## config.mk

```make
export PLATFORM = sky130hd
export DESIGN_NAME = controlador_tx_flat
export DESIGN_NICKNAME = d
export VERILOG_FILES = /design/src/rtl/controlador_tx_pkg.sv /design/src/rtl/controlador_tx_if.sv /design/src/rtl/controlador_tx_arbitro_rr.sv /design/src/rtl/controlador_tx.sv /design/src/flat_wrapper.sv
export SDC_FILE = /design/constraint.sdc
export NUM_CORES = 1
export LEC_CHECK = 0
export CORE_MARGIN = 5
export CORE_UTILIZATION = 30
export CTS_BUF_LIST = sky130_fd_sc_hd__clkbuf_16
export CTS_CLUSTER_DIAMETER = 150
export CTS_CLUSTER_SIZE = 24
export DETAILED_ROUTE_END_ITERATION = 10
export HOLD_SLACK_MARGIN = 0.02
export MAX_ROUTING_LAYER = met4
export PLACE_DENSITY = 0.55
export SLEW_MARGIN = 20
export SYNTH_ARGS = -nofsm -noshare
export SYNTH_HDL_FRONTEND = slang
export SYNTH_SLANG_ARGS = --single-unit
```

## constraint.sdc

```tcl
create_clock -name clk -period 1.9 [get_ports clk]
set_clock_uncertainty 0.2 [all_clocks]
set_input_delay 0.19 -clock clk [delete_from_list [all_inputs] [get_ports clk]]
set_output_delay 0.19 -clock clk [all_outputs]
set_load 0.02 [all_outputs]
```

## src/rtl/controlador_tx_pkg.sv

```systemverilog
// paquete_8b10b: shared constants for the frame transmitter.
// Holds the 8b/10b control characters used as frame delimiters and fill,
// plus the transmitter FSM state encoding and its frame-close reasons.
package paquete_8b10b;

  localparam logic [7:0] K28_5 = 8'hBC;  // idle / comma fill
  localparam logic [7:0] K27_7 = 8'hFB;  // start of frame
  localparam logic [7:0] K29_7 = 8'hFD;  // end of frame
  localparam logic [7:0] K30_7 = 8'hFE;  // frame abort

  typedef enum logic [2:0] {
    IDLE   = 3'd0,
    SOF    = 3'd1,
    DATOS  = 3'd2,
    EOF    = 3'd3,
    ABORTO = 3'd4
  } estado_t;

  // Why the frame is closing once the last byte is already on the wire
  typedef enum logic [1:0] {
    CIERRE_NO     = 2'd0,
    CIERRE_EOF    = 2'd1,
    CIERRE_ABORTO = 2'd2
  } cierre_t;

endpackage

```

## src/rtl/controlador_tx_if.sv

```systemverilog
// controlador_tx_if: two-requester byte handshake into the transmitter.
//   reqN    requester N has a byte      datosN  byte, stable while reqN
//   ultimoN byte is last of frame       listoN  byte accepted (req & listo)
// master = requester side, slave = transmitter side.
interface controlador_tx_if;
  logic       req0, req1;
  logic [7:0] datos0, datos1;
  logic       ultimo0, ultimo1;
  logic       listo0, listo1;

  modport master (output req0, req1, datos0, datos1, ultimo0, ultimo1,
                  input  listo0, listo1);
  modport slave  (input  req0, req1, datos0, datos1, ultimo0, ultimo1,
                  output listo0, listo1);
endinterface

```

## src/rtl/controlador_tx_arbitro_rr.sv

```systemverilog
// arbitro_rr: two-way round-robin arbiter with its own priority register.
//   clk, rst  clock / synchronous active-high reset
//   req0/1    pending requests
//   tomar     latch the current winner into concedido
//   liberar   frame finished: priority moves to the requester not served
//   concedido latched grant (0 = requester 0, 1 = requester 1)
module arbitro_rr (
  input  logic clk,
  input  logic rst,
  input  logic req0,
  input  logic req1,
  input  logic tomar,
  input  logic liberar,
  output logic concedido
);
  logic prioridad;  // 0 favours requester 0
  logic eleccion;

  always_comb begin
    eleccion = prioridad;
    if (!prioridad && !req0 && req1) eleccion = 1'b1;
    if ( prioridad && !req1 && req0) eleccion = 1'b0;
  end

  always_ff @(posedge clk) begin
    if (rst) begin
      prioridad <= 1'b0;
      concedido <= 1'b0;
    end else begin
      if (tomar)   concedido <= eleccion;
      if (liberar) prioridad <= ~concedido;
    end
  end
endmodule

```

## src/rtl/controlador_tx.sv

```systemverilog
// controlador_tx: frames bytes from two requesters into an 8b/10b encoder.
//   clk, rst    clock / synchronous active-high reset
//   bus         controlador_tx_if.slave (req/datos/ultimo in, listo out)
//   entradas, K byte and control flag to the encoder (registered)
//   enb         encoder enable, high from the first edge after reset
//   ocupado     high from the FB cycle through the FD/FE cycle
// Optional: `define COMA_PERIODICA_EN inserts a K28.5 slot after every
// PERIODO_COMA consecutive data bytes.
//
// Output stream: BC.. FB d1 .. dn FD (or FE) BC..  A byte accepted on an
// edge is shown the next cycle, so acceptance already runs in the FB cycle
// and the cycle showing the final byte closes the frame (cierre) without
// accepting. A comma slot is the cycle whose edge loads BC: listo is low
// there and the byte after the comma is accepted while BC is shown.
module controlador_tx
  import paquete_8b10b::*;
#(
  parameter int PERIODO_COMA = 32,
  parameter int MAX_LONG     = 64
) (
  input  logic            clk,
  input  logic            rst,
  controlador_tx_if.slave bus,
  output logic [7:0]      entradas,
  output logic            K,
  output logic            enb,
  output logic            ocupado
);
  localparam int CW = $clog2(MAX_LONG + 1);

  estado_t       estado;
  cierre_t       cierre;
  logic [CW-1:0] cnt;
  logic          concedido;
  logic          req_g, ult_g;
  logic [7:0]    dato_g;
  logic          en_trama, coma_ahora, listo_act;

  arbitro_rr u_arb (
    .clk       (clk),
    .rst       (rst),
    .req0      (bus.req0),
    .req1      (bus.req1),
    .tomar     (estado == IDLE),
    .liberar   (estado == EOF || estado == ABORTO),
    .concedido (concedido)
  );

  assign req_g  = concedido ? bus.req1    : bus.req0;
  assign ult_g  = concedido ? bus.ultimo1 : bus.ultimo0;
  assign dato_g = concedido ? bus.datos1  : bus.datos0;

  assign en_trama  = (estado == SOF || estado == DATOS) && (cierre == CIERRE_NO);
  assign listo_act = en_trama && !coma_ahora;
  assign bus.listo0 = listo_act && !concedido;
  assign bus.listo1 = listo_act &&  concedido;

`ifdef COMA_PERIODICA_EN
  localparam int PW = $clog2(PERIODO_COMA + 1);
  logic [PW-1:0] ncoma;  // consecutive data bytes since SOF or last comma

  assign coma_ahora = en_trama && (ncoma == PW'(PERIODO_COMA));

  always_ff @(posedge clk) begin
    if (rst || estado == IDLE) ncoma <= '0;
    else if (coma_ahora)       ncoma <= '0;
    else if (listo_act && req_g) ncoma <= ncoma + 1'b1;
  end
`else
  assign coma_ahora = 1'b0;
`endif

  always_ff @(posedge clk) begin
    if (rst) begin
      estado   <= IDLE;
      cierre   <= CIERRE_NO;
      cnt      <= '0;
      entradas <= K28_5;
      K        <= 1'b1;
      enb      <= 1'b0;
      ocupado  <= 1'b0;
    end else begin
      enb <= 1'b1;
      case (estado)
        IDLE: begin
          entradas <= K28_5;
          K        <= 1'b1;
          if (bus.req0 || bus.req1) begin
            estado   <= SOF;
            entradas <= K27_7;
            cnt      <= '0;
            cierre   <= CIERRE_NO;
            ocupado  <= 1'b1;
          end
        end
        SOF, DATOS: begin
          if (cierre == CIERRE_EOF) begin
            estado   <= EOF;
            entradas <= K29_7;
            K        <= 1'b1;
          end else if (cierre == CIERRE_ABORTO) begin
            estado   <= ABORTO;
            entradas <= K30_7;
            K        <= 1'b1;
          end else if (coma_ahora) begin
            estado   <= DATOS;
            entradas <= K28_5;
            K        <= 1'b1;
          end else if (!req_g) begin
            // requester withdrew mid-frame
            estado   <= ABORTO;
            entradas <= K30_7;
            K        <= 1'b1;
          end else begin
            estado   <= DATOS;
            entradas <= dato_g;
            K        <= 1'b0;
            cnt      <= cnt + 1'b1;
            // ultimo wins over the length limit on the same byte
            if (ult_g)                          cierre <= CIERRE_EOF;
            else if (cnt == CW'(MAX_LONG - 1))  cierre <= CIERRE_ABORTO;
          end
        end
        EOF, ABORTO: begin
          estado   <= IDLE;
          entradas <= K28_5;
          K        <= 1'b1;
          ocupado  <= 1'b0;
        end
        default: begin
          estado   <= IDLE;
          entradas <= K28_5;
          K        <= 1'b1;
          ocupado  <= 1'b0;
        end
      endcase
    end
  end
endmodule

```

## src/flat_wrapper.sv

```systemverilog
// flat-port wrapper written by rule: the top's interface ports become plain ports
module controlador_tx_flat import paquete_8b10b::*;
#(
  parameter int PERIODO_COMA = 32,
  parameter int MAX_LONG     = 64
)
  (clk, rst, entradas, K, enb, ocupado, bus_req0, bus_req1, bus_datos0, bus_datos1, bus_ultimo0, bus_ultimo1, bus_listo0, bus_listo1);
  controlador_tx_if bus_i ();
  input  logic clk;
  input  logic rst;
  output logic [7:0] entradas;
  output logic K;
  output logic enb;
  output logic ocupado;
  input wire logic [$bits(bus_i.req0)-1:0] bus_req0;
  input wire logic [$bits(bus_i.req1)-1:0] bus_req1;
  input wire logic [$bits(bus_i.datos0)-1:0] bus_datos0;
  input wire logic [$bits(bus_i.datos1)-1:0] bus_datos1;
  input wire logic [$bits(bus_i.ultimo0)-1:0] bus_ultimo0;
  input wire logic [$bits(bus_i.ultimo1)-1:0] bus_ultimo1;
  output wire logic [$bits(bus_i.listo0)-1:0] bus_listo0;
  output wire logic [$bits(bus_i.listo1)-1:0] bus_listo1;
  assign bus_i.req0 = bus_req0;
  assign bus_i.req1 = bus_req1;
  assign bus_i.datos0 = bus_datos0;
  assign bus_i.datos1 = bus_datos1;
  assign bus_i.ultimo0 = bus_ultimo0;
  assign bus_i.ultimo1 = bus_ultimo1;
  assign bus_listo0 = bus_i.listo0;
  assign bus_listo1 = bus_i.listo1;
  controlador_tx #(.PERIODO_COMA(PERIODO_COMA), .MAX_LONG(MAX_LONG)) u_core (.clk(clk), .rst(rst), .bus(bus_i), .entradas(entradas), .K(K), .enb(enb), .ocupado(ocupado));
endmodule
```

---- Yosys cells after proc, flatten, opt, wreduce, memory -nomap -nowiden ----
Index checks and enable logic that the tools add are counted.
storage, ports and cells
  word-level logic and storage cells ...... 77
  register bits after elaboration ......... 25
  output and inout port bits .............. 13
  input bits .............................. 22
cells by class
  reduce and logical (&&, ||, !) cells .... 22
  add/subtract/negate cells ............... 1
  equal/unequal tests ..................... 12
  muxes and demuxes ....................... 31
  bitwise logic cells ..................... 2
operators with widths
  kind                                                                   number
  7-bit 2-to-1 mux                                                       5
  8-bit 2-to-1 mux                                                       4
  8-bit one-hot mux with 2 select lines                                  1
  7-bit one-hot mux with 2 select lines                                  1
  2-bit 2-to-1 mux                                                       6
  3-bit 2-to-1 mux                                                       4
  7-bit by 1-bit adder with 7-bit output, second input constant          1
  7-bit by 6-bit equality test with 1-bit output, second input constant  1
  1-bit logical AND                                                      7
  1-bit 2-to-1 mux                                                       7
  3-bit by 2-bit equality test with 1-bit output, second input constant  2
  3-bit one-hot mux with 2 select lines                                  1
  6-bit AND reduction                                                    1
  5-bit AND reduction                                                    1
  1-bit zero test                                                        4
  2-bit by 1-bit != test with 1-bit output, second input constant        2
  2-bit != test, second input constant                                   2
  2-bit one-hot mux with 2 select lines                                  1
  4-bit OR reduction                                                     1
  3-bit by 1-bit equality test with 1-bit output, second input constant  1
  3-bit equality test, second input constant                             1
  3-bit zero test                                                        1
  1-bit logical OR                                                       3
  3-bit by 1-bit != test with 1-bit output, second input constant        1
  8 further kinds                                                        9

---- Longest topological paths before layout ----
Gate-level depths: netlist of run 1.
  word-level depth ........................ 7
  mapped depth ............................ 6
  gate-level depth less buffers ........... 6

---- Hierarchy ----
Synthesis of run 1 repeated with hierarchy kept, for this count alone.
unflattened totals
  cells, all modules ...................... 154
  area, all modules ....................... 1,337.5 µm²
modules (own cells, without submodules)
  module          area an instance (µm²)  times used  sequential area each (µm²)  cells each
  controlador_tx  1,261.2                 1           460.4                       145
  arbitro_rr      76.3                    1           40.0                        9

---- Worst setup path after synthesis of run 1 ----
Ideal clock, no wire load.
  kind .................................... register to register
  start point ............................. register u_core.cierre[0]
  end point ............................... register u_core.cnt[0]
  period minus slack after synthesis ...... 1.847 ns
  slack ................................... 0.053 ns
  cell stages (with the launch flop) ...... 7
  required time ........................... 1.630 ns
  arrival ................................. 1.577 ns
  path buffers ............................ 0
  library setup time ...................... 0.070 ns
  cells stage by stage .................... dfxtp_1 > inv_1 > ha_1 > nor2_1 > nand4_4 > a2111oi_0 > o21bai_1
on the way
  word-level cells in the longest chain between the ends .. 3
  elaborated cells on any way between the ends .. 5
  classes of those cells .................. eq/ne (4); reduce/logical (1)
RTL lines
  element                                                                                       line                                         text
  start: declaration                                                                            controlador_tx.sv:32                         cierre_t cierre;
  start signal: assignment                                                                      controlador_tx.sv:76                         cierre <= CIERRE_NO;
  start signal: assignment                                                                      controlador_tx.sv:92                         cierre <= CIERRE_NO;
  start signal: assignment                                                                      controlador_tx.sv:120                        if (ult_g) cierre <= CIERRE_EOF;
  2-bit by 1-bit equality test with 1-bit output / 2-bit equality test (equally long branches)  controlador_tx.sv:97, controlador_tx.sv:101
  2-bit != test (no source line)                                                                -
  5-bit AND reduction (no source line) *                                                        -
  end signal: assignment                                                                        controlador_tx.sv:118                        cnt <= cnt + 1'b1;
  end: declaration                                                                              controlador_tx.sv:33                         logic [CW-1:0] cnt;
Every way passes the cells marked *; elsewhere a longest branch is shown, timed or not.
A chain may end at the register's enable or synchronous reset.

---- Worst setup path in the final report of run 1 ----
  start point ............................. register u_core.cierre[0]
  end point ............................... register u_core.cnt[4]
Same word-level chain as after synthesis.

==> results of run 1 <==
cells in the mapped netlist (all sizes together):
cell	n	area (sq um)
xnor2	1	8.76
a2bb2oi	1	8.76
a2111o	3	33.8
o32ai	2	17.5
nand3	12	65.1
xor2	1	27.5
o32a	1	10.0
and3	3	18.8
inv	6	22.5
o21bai	2	15.0
o21ai	6	33.8
ha	4	50.1
or3	1	6.26
a221oi	1	8.76
nor3	4	25.0
nand4	2	27.5
nor2	13	48.8
mux2i	6	60.1
or2	1	6.26
dfxtp	25	500
a21oi	6	30.0
nand3b	1	7.51
nand2b	2	12.5
or3b	1	8.76
a2111oi	3	26.3
o311a	1	10.0
a21o	1	7.51
a211oi	1	7.51
clkbuf	1	3.75
nand2	16	62.6
a31oi	3	18.8
mux2	4	48.8
a311oi	1	8.76
clkinv	1	3.75
nand4b	1	8.76
buf	6	45.0
or2b	1	7.51
a41o	1	10.0
what timing repair did:
| action | 4_1_cts | 5_1_grt |
|---|---|---|
| setup buffers | 0 | 3 |
| pin swaps | 0 | 6 |
| resized for setup | 5 | 17 |
| setup endpoints to repair | 7 | 12 |
worst max path at each step:
stage | from | end | slack [ns] | cells after the start
finish | u_core.cierre[0] | u_core.cnt[4] | 0.09 | 7
global route | u_core.cierre[1] | u_core.cierre[1] | -0.0005 | 7
CTS | u_core.estado[0] | u_core.cnt[5] | 0.01 | 6
detailed placement | bus_req1 | u_core.cnt[0] | -0.09 | 5
global placement | bus_req1 | u_core.cnt[0] | -0.05 | 5
floorplan | u_core.cierre[0] | u_core.cnt[0] | 0.05 | 6
per-stage QoR:
step	utilization	cells	cell area [sq um]	hold slack [ns]	setup TNS [ns]
after floorplan	-	146	1320	0.106	0
after global placement	0.424	244	1830	0.275	-0.0806
after detailed placement	0.424	244	1830	0.290	-0.378
after CTS	0.444	248	1920	0.301	0
after global routing	0.462	251	2000	0.332	-0.000479
final	0.462	251	2000	0.297	0
layout make-up:
class / instances / area share
clock buffers: 3 / 0.0376
flip-flops and latches: 25 / 0.252
clock inverters: 1 / 0.00251
repair buffers: 56 / 0.256
well taps: 52 / 0.0326
multi-input cells: 107 / 0.406
inverters: 7 / 0.0132
where the power goes:
group	switching (mW)	internal, mW	leakage, nW
registers	0.0360	0.572	0.206
logic	0.309	0.299	0.497
clock network	0.190	0.284	0.0409
total	0.534	1.15	0.744
sequential cells by signal (all words and copies together) (netlist names):
register / flops
u_core.K: 1
u_core.cierre: 2
u_core.cnt: 7
u_core.enb: 1
u_core.entradas: 8
u_core.estado: 3
u_core.ocupado: 1
u_core.u_arb.concedido: 1
u_core.u_arb.prioridad: 1
logic make-up (layout without fill, tap and decap cells):
| group | count (synthesis) | in the layout | synth area share |
|---|---|---|---|
| XOR/XNOR | 2 | 2 | 0.0274 |
| flip-flops | 25 | 25 | 0.378 |
| buffers and inverters | 14 | 67 | 0.0568 |
| AO/OA/AOI/OAI | 33 | 33 | 0.186 |
| AND/OR/NAND/NOR | 58 | 58 | 0.231 |
| multiplexers | 10 | 10 | 0.0823 |
| adder cells (fa/ha/maj) | 4 | 4 | 0.0378 |
per-layer routing:
layer	up-vias	routed length [um]	GRT usage	part of all wire
li1	641	-	-	-
met1	637	1630	0.142	0.44
met2	23	1870	0.216	0.51
met3	4	148	0.0307	0.040
met4	0	34	0.0420	0.0093
met5	-	0	-	0
worst max-delay path, stage by stage (launching register included):
cell	delay, ns
dfxtp_2	0.36
inv_2	0.05
ha_2	0.19
nor2_2	0.08
buf_4	0.14
nand4_4	0.19
nand4_1	0.15
or3b_1	0.34
==> out/qor.csv, run 1 <==
metric,value,unit
syn_to_final_growth,51.0,%
regArea,503,sq um
hold_start,u_core.ocupado,
io_pins,35,
drv_slew,0,
place_hpwl,2.80,mm
root_buffer,clkbuf_16,
status,finished clean,
final_hold_viol_count,0,
floorplan.initialDensity,0.306,
rows,24,
rrSetupSlack,0.09,ns
dpl_worst_slack,-0.0934,ns
cts_buffers,3,
drtIter0Drc,53,
clock_sinks,25,
rr_startpoint,u_core.cierre[0],
ant_nets,0,
gp_congestion,0.830,
antenna_found_initial,0,
n_fill_cell,417,
htreeDepth,1,
critPathRequiredTime,1.84,ns
drive_gt1_frac,0.236,
synth.net_count,172,
cp-start-kind,flop,
fin_ws,0.0865,ns
rr_worst_depth,7,
end_kind,flop,
worst-path-max-fanout,7,
power.total,1.69,mW
grt_pass1_wl,5.99,mm
vias_per_cell,5.20,
p_leak,0.744,nW
port_buffers,34,
fmax,551,MHz
die-area,5840,sq um
yosysWarnings,0,
track_usage,0.126,
worstSetupPathType,flop to flop,
drt-total-wl,3.67,mm
r2r-end,u_core.cnt[4],
layout_common_cells,"32 x clkdlybuf4s50_1, 23 x dfxtp_1, 20 x buf_4",
crit_arrival,1.76,ns
setup_violations,0,
num_antenna_cells,0,
ir_drop,353,uV
drc,0,
post-route-period-util,0.954,
clkLatencyLatePin,0.26,ns
grt_pass1_vias,1302,
holdPathStages,2,
min_period,1.81,ns
die_y,76.4,um
cts.clk_slew.worst_paths,0.07,ns
layout.nets,226,
timing.max_cap.violations,0,
p_per_area,846,nW/um^2
core-area,4320,sq um
grt_max_degree,15,
hold_end,u_core.ocupado,
netlist_instances,146,
hold_buffers,0,
synth_cell_types,46,
num_vias,1305,
wl_per_cell,14.6,um
slew_headroom,0.750,
dr.pass1.iters,4,
cts_tree,built,
clk_path_buf_depth,2,
avgSynthCellArea,9.06,sq um
min-delay-path-class,flop to flop,
multiInputGateArea,811,sq um
die_x,76.4,um
worst_pin_slew,0.365,ns
yosysSeqAreaShare,0.378,
mostFrequentLayoutCell,clkdlybuf4s50_1,
synth_area,1320,sq um
ys_seq_elements,25,
grt.overflow.total,0,
Power figures use the tool's default switching activity.
==> run 2: changes to the inputs <==
--- a/config.mk
+++ b/config.mk
@@ -14,6 +14,7 @@
 export HOLD_SLACK_MARGIN = 0.02
 export MAX_ROUTING_LAYER = met4
 export PLACE_DENSITY = 0.55
+export SETUP_SLACK_MARGIN = 0.3
 export SLEW_MARGIN = 20
 export SYNTH_ARGS = -nofsm -noshare
 export SYNTH_HDL_FRONTEND = slang
==> run 2 against run 1 <==
First-iteration DRC count increased by 40%. Fmax rose by 2.1%. Combinational power is 26% higher. Critical path type unchanged. Sequential share of layout area fell by 2.1 points. Flip-flop and latch count is the same. Highest routed layer unchanged. Hold slack hardly changed. Count of clock-buffer cells in the layout did not move. Setup slack better by 0.038 ns. Global-route usage rose by 1.5 points. Sequential power barely moved. Critical endpoint is now u_core.K. Final area up 13%. Die area is the same.
==> out/qor.csv, run 2 (synthesis results as in run 1) <==
metric,value,unit
place_hpwl,2.88,mm
worstPathCellList,"buf_6, xor2_4, buf_4, nand3_4, buf_6, or3_1",
worstSetupPathType,flop to flop,
place_area,1860,sq um
worst_pin_slew,0.260,ns
grt.overflow.total,0,
holdPathStages,2,
wl_per_cell,15.0,um
dp.cells,242,
post-route-period-util,0.935,
cts_buffers,3,
gp_congestion,0.832,
end_kind,flop,
fmax,563,MHz
port_buffers,34,
core-area,4320,sq um
drt-total-wl,4.03,mm
die-area,5840,sq um
cts.clk_slew.worst_paths,0.07,ns
clkLatencyLatePin,0.26,ns
layout.nets,244,
min-delay-path-class,flop to flop,
cts_tree,built,
rows,24,
layout_common_cells,"34 x buf_4, 23 x clkdlybuf4s50_1, 18 x dfxtp_1",
slew_headroom,0.822,
worst-path-max-fanout,5,
slowest_delay,0.36,ns
top_regs,"u_core.entradas: 8 flops, u_core.cnt: 7 flops, u_core.estado: 3 flops",
largest_register_ffs,8,
ant_nets,0,
clock_sinks,25,
track_usage,0.141,
min_period,1.78,ns
critPathRequiredTime,1.85,ns
dr.pass1.iters,4,
tns,0,ns
rr_worst_depth,6,
largest_register,u_core.entradas,
rsz0062_at_grt,yes,
p_leak,0.859,nW
stdcell_area,2260,sq um
n_fill_cell,398,
num_vias,1354,
rrSetupSlack,0.12,ns
syn_to_final_growth,71.2,%
floorplan.initialDensity,0.306,
status,finished clean,
hold_buffers,0,
stdcell_count,269,
p_per_area,821,nW/um^2
vias_per_cell,5.03,
htreeDepth,1,
hold_end,u_core.ocupado,
drc,0,
hold_start,u_core.ocupado,
crit_arrival,1.72,ns
ir_drop,417,uV
io_pins,35,
drv_slew,0,
drive_gt1_frac,0.378,
die_y,76.4,um
mostFrequentLayoutCell,buf_4,
final_util,0.524,
setup_violations,0,
timing.max_cap.violations,0,
grt_pass1_wl,6.55,mm
rr_startpoint,u_core.estado[1],
cp-start-kind,flop,
final_hold_viol_count,0,
grt_max_degree,16,
critPathSlowestCell,dfxtp_2,
drtIter0Drc,74,
cp_common_cell,buf_6,
die_x,76.4,um
grt_pass1_vias,1340,
clk_path_buf_depth,2,
root_buffer,clkbuf_16,
antenna_found_initial,0,
r2r-end,u_core.K,
num_antenna_cells,0,
[run 2: cell types whose count changed in the layout (fill, tap and decap cells not counted), sizes merged]
cell,previous run,this run
dlygate4sd2,0,4
clkinv,2,1
clkbuf,5,3
buf,22,42
clkinvlp,0,1
dlymetal6s2s,0,5
clkdlybuf4s50,32,23
[run 2: final cells by class]
| cell class | instances | area [sq um] | share of cell area |
|---|---|---|---|
| Sequential cell | 25 | 522 | 0.230 |
| Clock buffer | 3 | 75.1 | 0.0331 |
| Tap cell | 52 | 65.1 | 0.0287 |
| Inverter | 7 | 31.3 | 0.0138 |
| Clock inverter | 1 | 7.51 | 0.00331 |
| Multi-Input combinational cell | 107 | 891 | 0.393 |
| Timing Repair Buffer | 74 | 673 | 0.297 |
[run 2: critical path: cells and delay by family, from the launching register on]
kind / cells / cell delay, ns
xor+xnor: 1 / 0.21
buf+inv: 3 / 0.48
flops: 1 / 0.36
simple gates: 2 / 0.41
[run 2: per-layer routing]
metal,share of wire,up-vias,track usage
met4,0.013,0,0.0507
met1,0.47,651,0.180
li1,-,675,-
met3,0.028,4,0.0213
met2,0.49,24,0.226
met5,0,-,-
[run 2: timing repair]
item | CTS | global route
buffers inserted | 14 | 9
pin swaps | 8 | 10
hold endpoints to repair | 0 | 0
gates cloned | 0 | 0
setup endpoints to repair | 21 | 25
gates resized for setup | 34 | 24
[run 2: power by group]
| group | switching [mW] | leakage, nW | total [mW] | internal, mW |
|---|---|---|---|---|
| clock | 0.201 | 0.0371 | 0.487 | 0.286 |
| sequential | 0.0336 | 0.209 | 0.608 | 0.574 |
| combinational | 0.369 | 0.613 | 0.764 | 0.395 |
[run 2: worst max path at each step]
stage | start | end | slack (ns) | cells past startpoint
finish | u_core.estado[1] | u_core.K | 0.12 | 6
global route | u_core.cierre[1] | u_core.cnt[4] | 0.09 | 6
CTS | u_core.cierre[0] | u_core.cnt[4] | 0.15 | 6
detailed placement | bus_req0 | u_core.cnt[0] | -0.09 | 5
global placement | bus_req0 | u_core.cnt[4] | -0.04 | 5
floorplan | u_core.cierre[1] | u_core.cnt[4] | 0.25 | 6
[run 2: stage by stage]
stage / hold WS, ns / total power, mW / setup WS, ns
after floorplan: 0.0984 / 0.944 / 0.254
after global placement: 0.272 / 1.19 / -0.0420
after detailed placement: 0.295 / 1.19 / -0.0871
after CTS: 0.295 / 1.80 / 0.151
after global routing: 0.328 / 1.95 / 0.0881
final: 0.298 / 1.86 / 0.124
